$ cat src/rtl/cla_pkg.sv
// Shared definitions for the multi-precision carry-lookahead adder controller:
// FSM state encodings and the word-index width helper.
// Imported by the controller; the slice adder itself is parameter-only.
package cla_pkg;

   typedef enum logic [1:0] {
      IDLE = 2'd0,
      RUN  = 2'd1,
      DONE = 2'd2
   } state_t;

   // Bits needed to index n words; never less than one so NW==1 still has a
   // legal index register.
   function automatic int clog2(input int n);
      int r;
      r = 1;
      while ((1 << r) < n) begin
         r = r + 1;
      end
      return r;
   endfunction

endpackage

$ cat src/rtl/cla_slice_add.sv
// Purpose: combinational W-bit carry-lookahead adder slice.
// Latency: zero cycles (purely combinational).
// Backpressure: none; the caller decides when the result is used.
module cla_slice_add #(
   parameter int W = 8
) (
   input  logic [W-1:0] a,
   input  logic [W-1:0] b,
   input  logic         cin,
   output logic [W-1:0] sum,
   output logic         cout
);

   logic [W-1:0] gen;
   logic [W-1:0] prop;
   logic [W:0]   carry;

   assign gen  = a & b;
   assign prop = a ^ b;

   // Carry into bit top+1 as a flat sum of products: each generate term is
   // gated by the propagates above it, and cin by all propagates 0..top.
   function automatic logic lookahead(input logic [W-1:0] gv,
                                      input logic [W-1:0] pv,
                                      input logic         ci,
                                      input int           top);
      logic acc;
      logic pp;
      acc = 1'b0;
      pp  = 1'b1;
      for (int j = W - 1; j >= 0; j--) begin
         if (j <= top) begin
            acc = acc | (gv[j] & pp);
            pp  = pp & pv[j];
         end
      end
      return acc | (ci & pp);
   endfunction

   // Every carry is computed directly from g/p/cin rather than from its
   // neighbour, so no carry waits on another carry.
   always_comb begin
      carry    = '0;
      carry[0] = cin;
      for (int i = 0; i < W; i++) begin
         carry[i+1] = lookahead(gen, prop, cin, i);
      end
   end

   assign sum  = prop ^ carry[W-1:0];
   assign cout = carry[W];

endmodule

$ cat src/rtl/cla_mp_add_ctrl.sv
// Purpose: NW-word unsigned adder that reuses one W-bit CLA slice, LS word first.
// Latency: NW+2 cycles per operation (accept, NW slice cycles, result hold).
// Backpressure: in_ready only in IDLE; result held in DONE until out_ready.
module cla_mp_add_ctrl
   import cla_pkg::*;
#(
   parameter int W  = 8,
   parameter int NW = 4
) (
   input  logic            clk,
   input  logic            rst,
   input  logic            in_valid,
   output logic            in_ready,
   input  logic [NW*W-1:0] a_in,
   input  logic [NW*W-1:0] b_in,
   input  logic            c_in,
   output logic            out_valid,
   input  logic            out_ready,
   output logic [NW*W:0]   sum_out,
   output logic            busy
);

   localparam int             IW       = clog2(NW);
   localparam logic [IW-1:0]  LAST_IDX = IW'(NW - 1);

   typedef struct packed {
      logic [NW*W-1:0] a;
      logic [NW*W-1:0] b;
   } operands_t;

   state_t        state_q;
   state_t        state_d;
   operands_t     ops_q;
   logic [IW-1:0] idx_q;
   logic          carry_q;
   logic [NW*W:0] sum_q;

   logic          accept;
   logic          last_word;
   logic [W-1:0]  a_word;
   logic [W-1:0]  b_word;
   logic [W-1:0]  slice_sum;
   logic          slice_cout;

   assign last_word = (idx_q == LAST_IDX);

   // State register; reset wins over any handshake in the same cycle.
   always_ff @(posedge clk) begin
      if (rst) begin
         state_q <= IDLE;
      end else begin
         state_q <= state_d;
      end
   end

   // Next-state decode and the input-side accept strobe.
   always_comb begin
      state_d = state_q;
      accept  = 1'b0;
      unique case (state_q)
         IDLE: begin
            if (in_valid) begin
               accept  = 1'b1;
               state_d = RUN;
            end
         end
         RUN: begin
            if (last_word) begin
               state_d = DONE;
            end
         end
         DONE: begin
            if (out_ready) begin
               state_d = IDLE;
            end
         end
         default: state_d = IDLE;
      endcase
   end

   // Select the current word of each latched operand for the slice.
   always_comb begin
      a_word = '0;
      b_word = '0;
      for (int k = 0; k < NW; k++) begin
         if (idx_q == IW'(k)) begin
            a_word = ops_q.a[k*W +: W];
            b_word = ops_q.b[k*W +: W];
         end
      end
   end

   cla_slice_add #(
      .W (W)
   ) u_slice (
      .a    (a_word),
      .b    (b_word),
      .cin  (carry_q),
      .sum  (slice_sum),
      .cout (slice_cout)
   );

   // Operand latch, word index, inter-word carry and result accumulation.
   // Operands load only on accept, so input activity outside IDLE is inert.
   always_ff @(posedge clk) begin
      if (rst) begin
         ops_q   <= '0;
         idx_q   <= '0;
         carry_q <= 1'b0;
         sum_q   <= '0;
      end else if (accept) begin
         ops_q.a <= a_in;
         ops_q.b <= b_in;
         idx_q   <= '0;
         carry_q <= c_in;
      end else if (state_q == RUN) begin
         carry_q <= slice_cout;
         // Wrap explicitly so a non-power-of-two NW never leaves the range.
         idx_q   <= last_word ? '0 : idx_q + IW'(1);
         for (int k = 0; k < NW; k++) begin
            if (idx_q == IW'(k)) begin
               sum_q[k*W +: W] <= slice_sum;
            end
         end
         if (last_word) begin
            sum_q[NW*W] <= slice_cout;
         end
      end
   end

   // Outputs come straight from state or registers.
   assign in_ready  = (state_q == IDLE);
   assign out_valid = (state_q == DONE);
   assign busy      = (state_q != IDLE);
   assign sum_out   = sum_q;

endmodule

$ cat config.mk
export PLATFORM = sky130hd
export DESIGN_NAME = cla_mp_add_ctrl
export DESIGN_NICKNAME = d
export VERILOG_FILES = /design/src/rtl/cla_pkg.sv /design/src/rtl/cla_slice_add.sv /design/src/rtl/cla_mp_add_ctrl.sv
export SDC_FILE = /design/constraint.sdc
export NUM_CORES = 1
export LEC_CHECK = 0
export ABC_AREA = 1
export CORE_ASPECT_RATIO = 0.75
export CORE_MARGIN = 2
export CORE_UTILIZATION = 33
export CTS_CLUSTER_DIAMETER = 30
export DETAILED_ROUTE_END_ITERATION = 8
export GPL_ROUTABILITY_DRIVEN = 1
export SLEW_MARGIN = 20
export SYNTH_ARGS = -nofsm -noshare
export SYNTH_HDL_FRONTEND = slang
export SYNTH_HIERARCHICAL = 1
export SYNTH_SLANG_ARGS = --single-unit
export TNS_END_PERCENT = 1
$ cat constraint.sdc
create_clock -name clk -period 2.6 [get_ports clk]
set_input_delay 0.65 -clock clk [delete_from_list [all_inputs] [get_ports clk]]
set_output_delay 0.65 -clock clk [all_outputs]
set_load 0.1 [all_outputs]
======== After elaboration in Yosys (flattened, before gate mapping) ========
Index checks and enable logic that the tools add are counted.
storage, ports and cells
  register bits after elaboration ......... 102
  input port bits ......................... 69
  logic and storage cells ................. 149
cells by class
  reduce and logical (&&, ||, !) cells .... 10
  mux-type cells .......................... 17
  bitwise operators ....................... 104
  eq/ne operators ......................... 8
  add/subtract/negate cells ............... 1
operator list
  kind                                           count
  bitwise AND 1 bit                              64
  two-way mux 8 bit                              8
  bitwise OR 1 bit                               36
  XOR 8 bit                                      2
  AND reduction 3 bit                            5
  bitwise AND 8 bit                              1
  two-way mux 2 bit                              4
  == test 2 bit, second input constant           3
  one-hot mux 2 bit (3 select lines)             1
  == test 2 x 1 -> 1 bit, second input constant  2
  logical NOT 2 bit                              2
  two-way mux 1 bit                              4
  != test 2 bit, second input constant           2
  nonzero test 2 bit                             2
  adder 2 x 1 -> 2 bit, second input constant    1
  != test 2 x 1 -> 1 bit, second input constant  1
  OR reduction 2 bit                             1
  NOT 1 bit                                      1

======== Depth between registers and ports, before layout ========
  word-level depth ........................ 17
  depth in mapped cells ................... 20

======== Modules after synthesis ========
The synthesis kept the hierarchy.
by module, submodules not included
  module           area an instance (µm²)  times used  cells each
  cla_mp_add_ctrl  4,488.1                 1           669
  cla_slice_add    417.9                   1           68

======== Least setup slack after synthesis ========
Ideal clock, no wire load.
  path kind ............................... register to output
  start ................................... reg state_q[1]
  end ..................................... out out_valid
  arrival ................................. 1,844 ps
  stages on the path, launching flop included .. 3
  path buffers ............................ 0
  path slack .............................. 106 ps
  cell sequence ........................... dfxtp_1 inv_1 nor2_1
on the way
  word-level cells in the longest chain between the ends .. 1
ends and longest elaborated chain
  what                      RTL line                RTL
  start: declaration        cla_mp_add_ctrl.sv:31   state_t state_q;
  start signal: assignment  cla_mp_add_ctrl.sv:52   state_q <= state_d;
  == test 2 bit             cla_mp_add_ctrl.sv:133  assign out_valid = (state_q == DONE);
  end: declaration          cla_mp_add_ctrl.sv:17   output logic out_valid,
No other way between the ends.

======== Worst setup path in the final report ========
  start ................................... reg idx_q[1]
  end ..................................... reg sum_q[31] (netlist: sum_out[31])
RTL lines
  what                                                          RTL line                                  RTL
  start: declaration                                            cla_mp_add_ctrl.sv:34                     logic [IW-1:0] idx_q;
  start signal: assignment                                      cla_mp_add_ctrl.sv:119                    idx_q <= last_word ? '0 : idx_q + IW'(1);
  logical NOT 2 bit                                             cla_mp_add_ctrl.sv:86                     if (idx_q == IW'(k)) begin
  two-way mux 8 bit (3 in a row)                                cla_mp_add_ctrl.sv:86
  two-way mux 8 bit (*)                                         cla_mp_add_ctrl.sv:86
  net a_word[2]                                                 cla_mp_add_ctrl.sv:40                     logic [W-1:0] a_word;
  bitwise AND 8 bit / XOR 8 bit (equally long branches)         cla_slice_add.sv:18, cla_slice_add.sv:19
  bitwise AND 1 bit (on tied branches)                          cla_slice_add.sv:33, cla_slice_add.sv:34
  bitwise OR 1 bit (tied with other cells) (2 in a row)         cla_slice_add.sv:33                       acc = acc | (gv[j] & pp);
  bitwise OR 1 bit / bitwise AND 1 bit (equally long branches)  cla_slice_add.sv:33, cla_slice_add.sv:37
  bitwise OR 1 bit (*)                                          cla_slice_add.sv:37                       return acc | (ci & pp);
  XOR 8 bit (*)                                                 cla_slice_add.sv:50                       assign sum = prop ^ carry[W-1:0];
  net slice_sum[7]                                              cla_mp_add_ctrl.sv:42                     logic [W-1:0] slice_sum;
  end signal: indexed assignment                                cla_mp_add_ctrl.sv:122                    sum_q[k*W +: W] <= slice_sum;
  end signal: indexed assignment                                cla_mp_add_ctrl.sv:126                    sum_q[NW*W] <= slice_cout;
  end: declaration                                              cla_mp_add_ctrl.sv:36                     logic [NW*W:0] sum_q;
The timed path passes the listed nets; every way through them passes the cells marked *.
A chain may end at the register's enable or synchronous reset.

==> reports/metrics.csv <==
metric,value,unit
global route total overflow,0,
Tcrit/Tclk final,94.0,%
maximum clock path buffer count,2,
total area of multi-input combinational cells,0.00254,mm²
RSZ-0062 raised after global routing,yes,
TritonRoute pass-1 iters,5,
port bufs,104,
Rows,38,
r2r endpoint,sum_out[31],
count of flip-flops with a built-in enable after synthesis,0,
PwrDens,613,mW/mm²
I/O pin total,105,
Yosys cell types,31,
CTS H-tree lvls,3,
worst slew pin tran,386,ps
Met2 Routed Length,5.24,mm
Avg Inst Size Synth,6.66,µm²
r2r setup slk,160,ps
hpwl dp,9.43,mm
clk slew on worst S/H paths,70,ps
cells after synthesis,737,
post-route total power,0.00398,W
via count,4527,
clk sinks,102,
CP required,2840,ps
drt wl/cell,12.5,µm
Hold Path End,ops_q[28],
commonest cells in the netlist,"nor2_1 (233), nand2_1 (159), dfxtp_1 (102), inv_1 (51), o21ai_0 (34)",
ANT cells,0,
DR top layer,met4,
Final Setup Violations,0,
final instance area,0.00649,mm²
Worst Hold Depth,2,
largest net degree at the start of global routing,81,
Global Route Usage Sum,17.1,%
Setup CP Type,reg2reg,
Slew HR,74.3,%
post-synth top area cell,dfxtp_1,
number of routed nets with antenna violations,0,
post-synthesis cell area,0.00491,mm²
Layout fillers,1534,
Die ar.,0.0159,mm²
Max IR drop VDD,349,µV
Synth top area share,41.6,%
Area contributors post-synth,"dfxtp_1 (42%), nor2_1 (18%), nand2_1 (12%), inv_1 (3.9%), o21ai_0 (3.5%)",
#FFs+latches synth,102,
final hold vios,0,
storage element area,0.00204,mm²
vias per cell,4.36,
Initial Util,33.8,%
gpl congestion,0.833,
Worst Hold Class,reg2reg,
FMAX,409,MHz
FF-to-FF Start,idx_q[1],
clock root buffer,clkbuf_16,
Hold Startpoint,ops_q[28],
"Clk Latency, worst-skew pair",340,ps
fraction of layout cells with a size suffix above 1,13.0,%
top_reg_cell synth,dfxtp_1,
asr flop ratio synth,0,%
Final Max Tran Viols,0,
DP Area,0.00608,mm²
most frequent cell after synthesis,nor2_1,
Synth Warn #,6,
Syn Nets,819,
Worst Clk Skew,4.21,ps
hold_buf cts,0,
status,finished clean,
vias in the first global route,4251,
Max-Cap Viols,0,
CTS tree,built,
Area Growth Syn to Fin,32.3,%
initial DRC count,284,
first-pass GRT wire length,21.1,mm
Die Height,110,µm
total length of routed wires,12.9,mm
Chip Width,145,µm
Crit. End Element,flop,
met3 WL post-DR,597,µm
sequential share of the synthesized area,41.6,%
Metal-1 WL,6.96,mm
placed cells,1022,
Final Instance Count excl. Fillers,1038,
critical path arrival,2680,ps
initial antenna violation count,0,
Final nets,915,
Residual DRC,0,
Worst Reg-to-Reg Cells,17,
Leak,3.11,nW
core area,0.0145,mm²
Final min period,2440,ps
clock buffer count from CTS,9,
Worst setup SP type,flop,
CP Max Fanout,10,
cell usage in the layout, fill, tap and decap left out, types with 2 or more instances in the layout:
master           netlist  routed
nor2_1               233     231
nand2_1              159     155
dfxtp_1              102     100
clkdlybuf4s50_1        0      68
inv_1                 51      51
buf_4                  4      51
o21ai_0               34      34
o21ai_1               30      30
nand3_1               25      25
a21oi_1               24      23
clkbuf_16              0       9
nand2_2                3       6
nand2_4                5       6
ha_1                  12       5
buf_12                 0       5
ha_4                   0       5
nor2_4                 2       3
inv_2                  2       3
inv_6                  0       3
xor2_2                 0       3
nor2_2                 1       2
ha_2                   0       2
dfxtp_2                0       2
nand3_2                2       2
nand4_1                2       2
sequential cells by signal, indices dropped and copies added, names as in the netlist:
name,cells
sum_out,33
state_q,2
idx_q,2
ops_q,64
carry_q,1
layer usage:
layer | GRT usage [%] | vias up
li1 | - | 2447
met1 | 25.5 | 1983
met2 | 25.1 | 89
met3 | 3.22 | 8
met4 | 4.58 | 0
met5 | 0 | -
logic make-up (layout without fill, tap and decap cells):
kind of cell / Yosys count / in the layout / share of synthesized area, %
compound gates: 89 / 89 / 9.13
flops: 102 / 102 / 41.6
simple gates: 435 / 435 / 36.0
xor+xnor: 4 / 4 / 0.714
buf+inv: 94 / 195 / 9.05
fa+ha+maj: 13 / 13 / 3.47
worst max-delay path, cell delays in order (launching register included):
cell,delay (ps)
dfxtp_2,360
inv_1,70
ha_1,210
buf_4,190
a21oi_1,160
nand2_1,70
nand2_1,70
nand2_1,110
ha_4,330
inv_2,50
nor2_4,100
nand3_2,90
nand2_4,90
nand2_2,60
nand3_2,60
nand2_2,100
nor2_1,140
nor2_1,60
final cells by class:
| cell class | instances | area share (%) |
|---|---|---|
| clock buffer | 10 | 3.53 |
| timing repair buffer | 124 | 17.9 |
| clock inverter | 6 | 0.829 |
| inverter | 55 | 3.22 |
| multi-input combinational | 541 | 39.1 |
| tap | 200 | 3.86 |
| sequential | 102 | 31.5 |
power by group:
| group | switching (W) | total, W | internal (W) |
|---|---|---|---|
| Combinational | 0.000590 | 0.000944 | 0.000354 |
| Clock | 0.000626 | 0.00129 | 0.000669 |
| Sequential | 0.0000685 | 0.00174 | 0.00167 |
worst max path at each step:
| stage | from | end | slack [ps] | cells past startpoint |
|---|---|---|---|---|
| 2_1_floorplan | state_q[1] | out_valid | 110 | 2 |
| 3_3_place_gp | idx_q[0] | sum_out[6] | -30 | 16 |
| 3_5_place_dp | idx_q[0] | sum_out[30] | -70 | 16 |
| 4_1_cts | idx_q[1] | sum_out[5] | 10 | 15 |
| 5_1_grt | idx_q[1] | carry_q | -70 | 18 |
| 6_report | idx_q[1] | sum_out[31] | 160 | 17 |
stage by stage:
step	hold WS (ps)	TNS (ps)	worst slack (ps)	utilization, %
2_1_floorplan	455	0	106	-
3_3_place_gp	466	-56.3	-25.1	42.0
3_5_place_dp	475	-512	-70.3	42.0
4_1_cts	491	0	9.64	43.9
5_1_grt	503	-240	-71.0	44.7
6_report	487	0	155	44.7
what timing repair did:
action / in CTS / in global routing
endpoints found under the setup margin: 24 / 30
buffers inserted: 0 / 0
gates resized for setup: 1 / 23
Note: power is estimated with default switching activity, not from simulation.
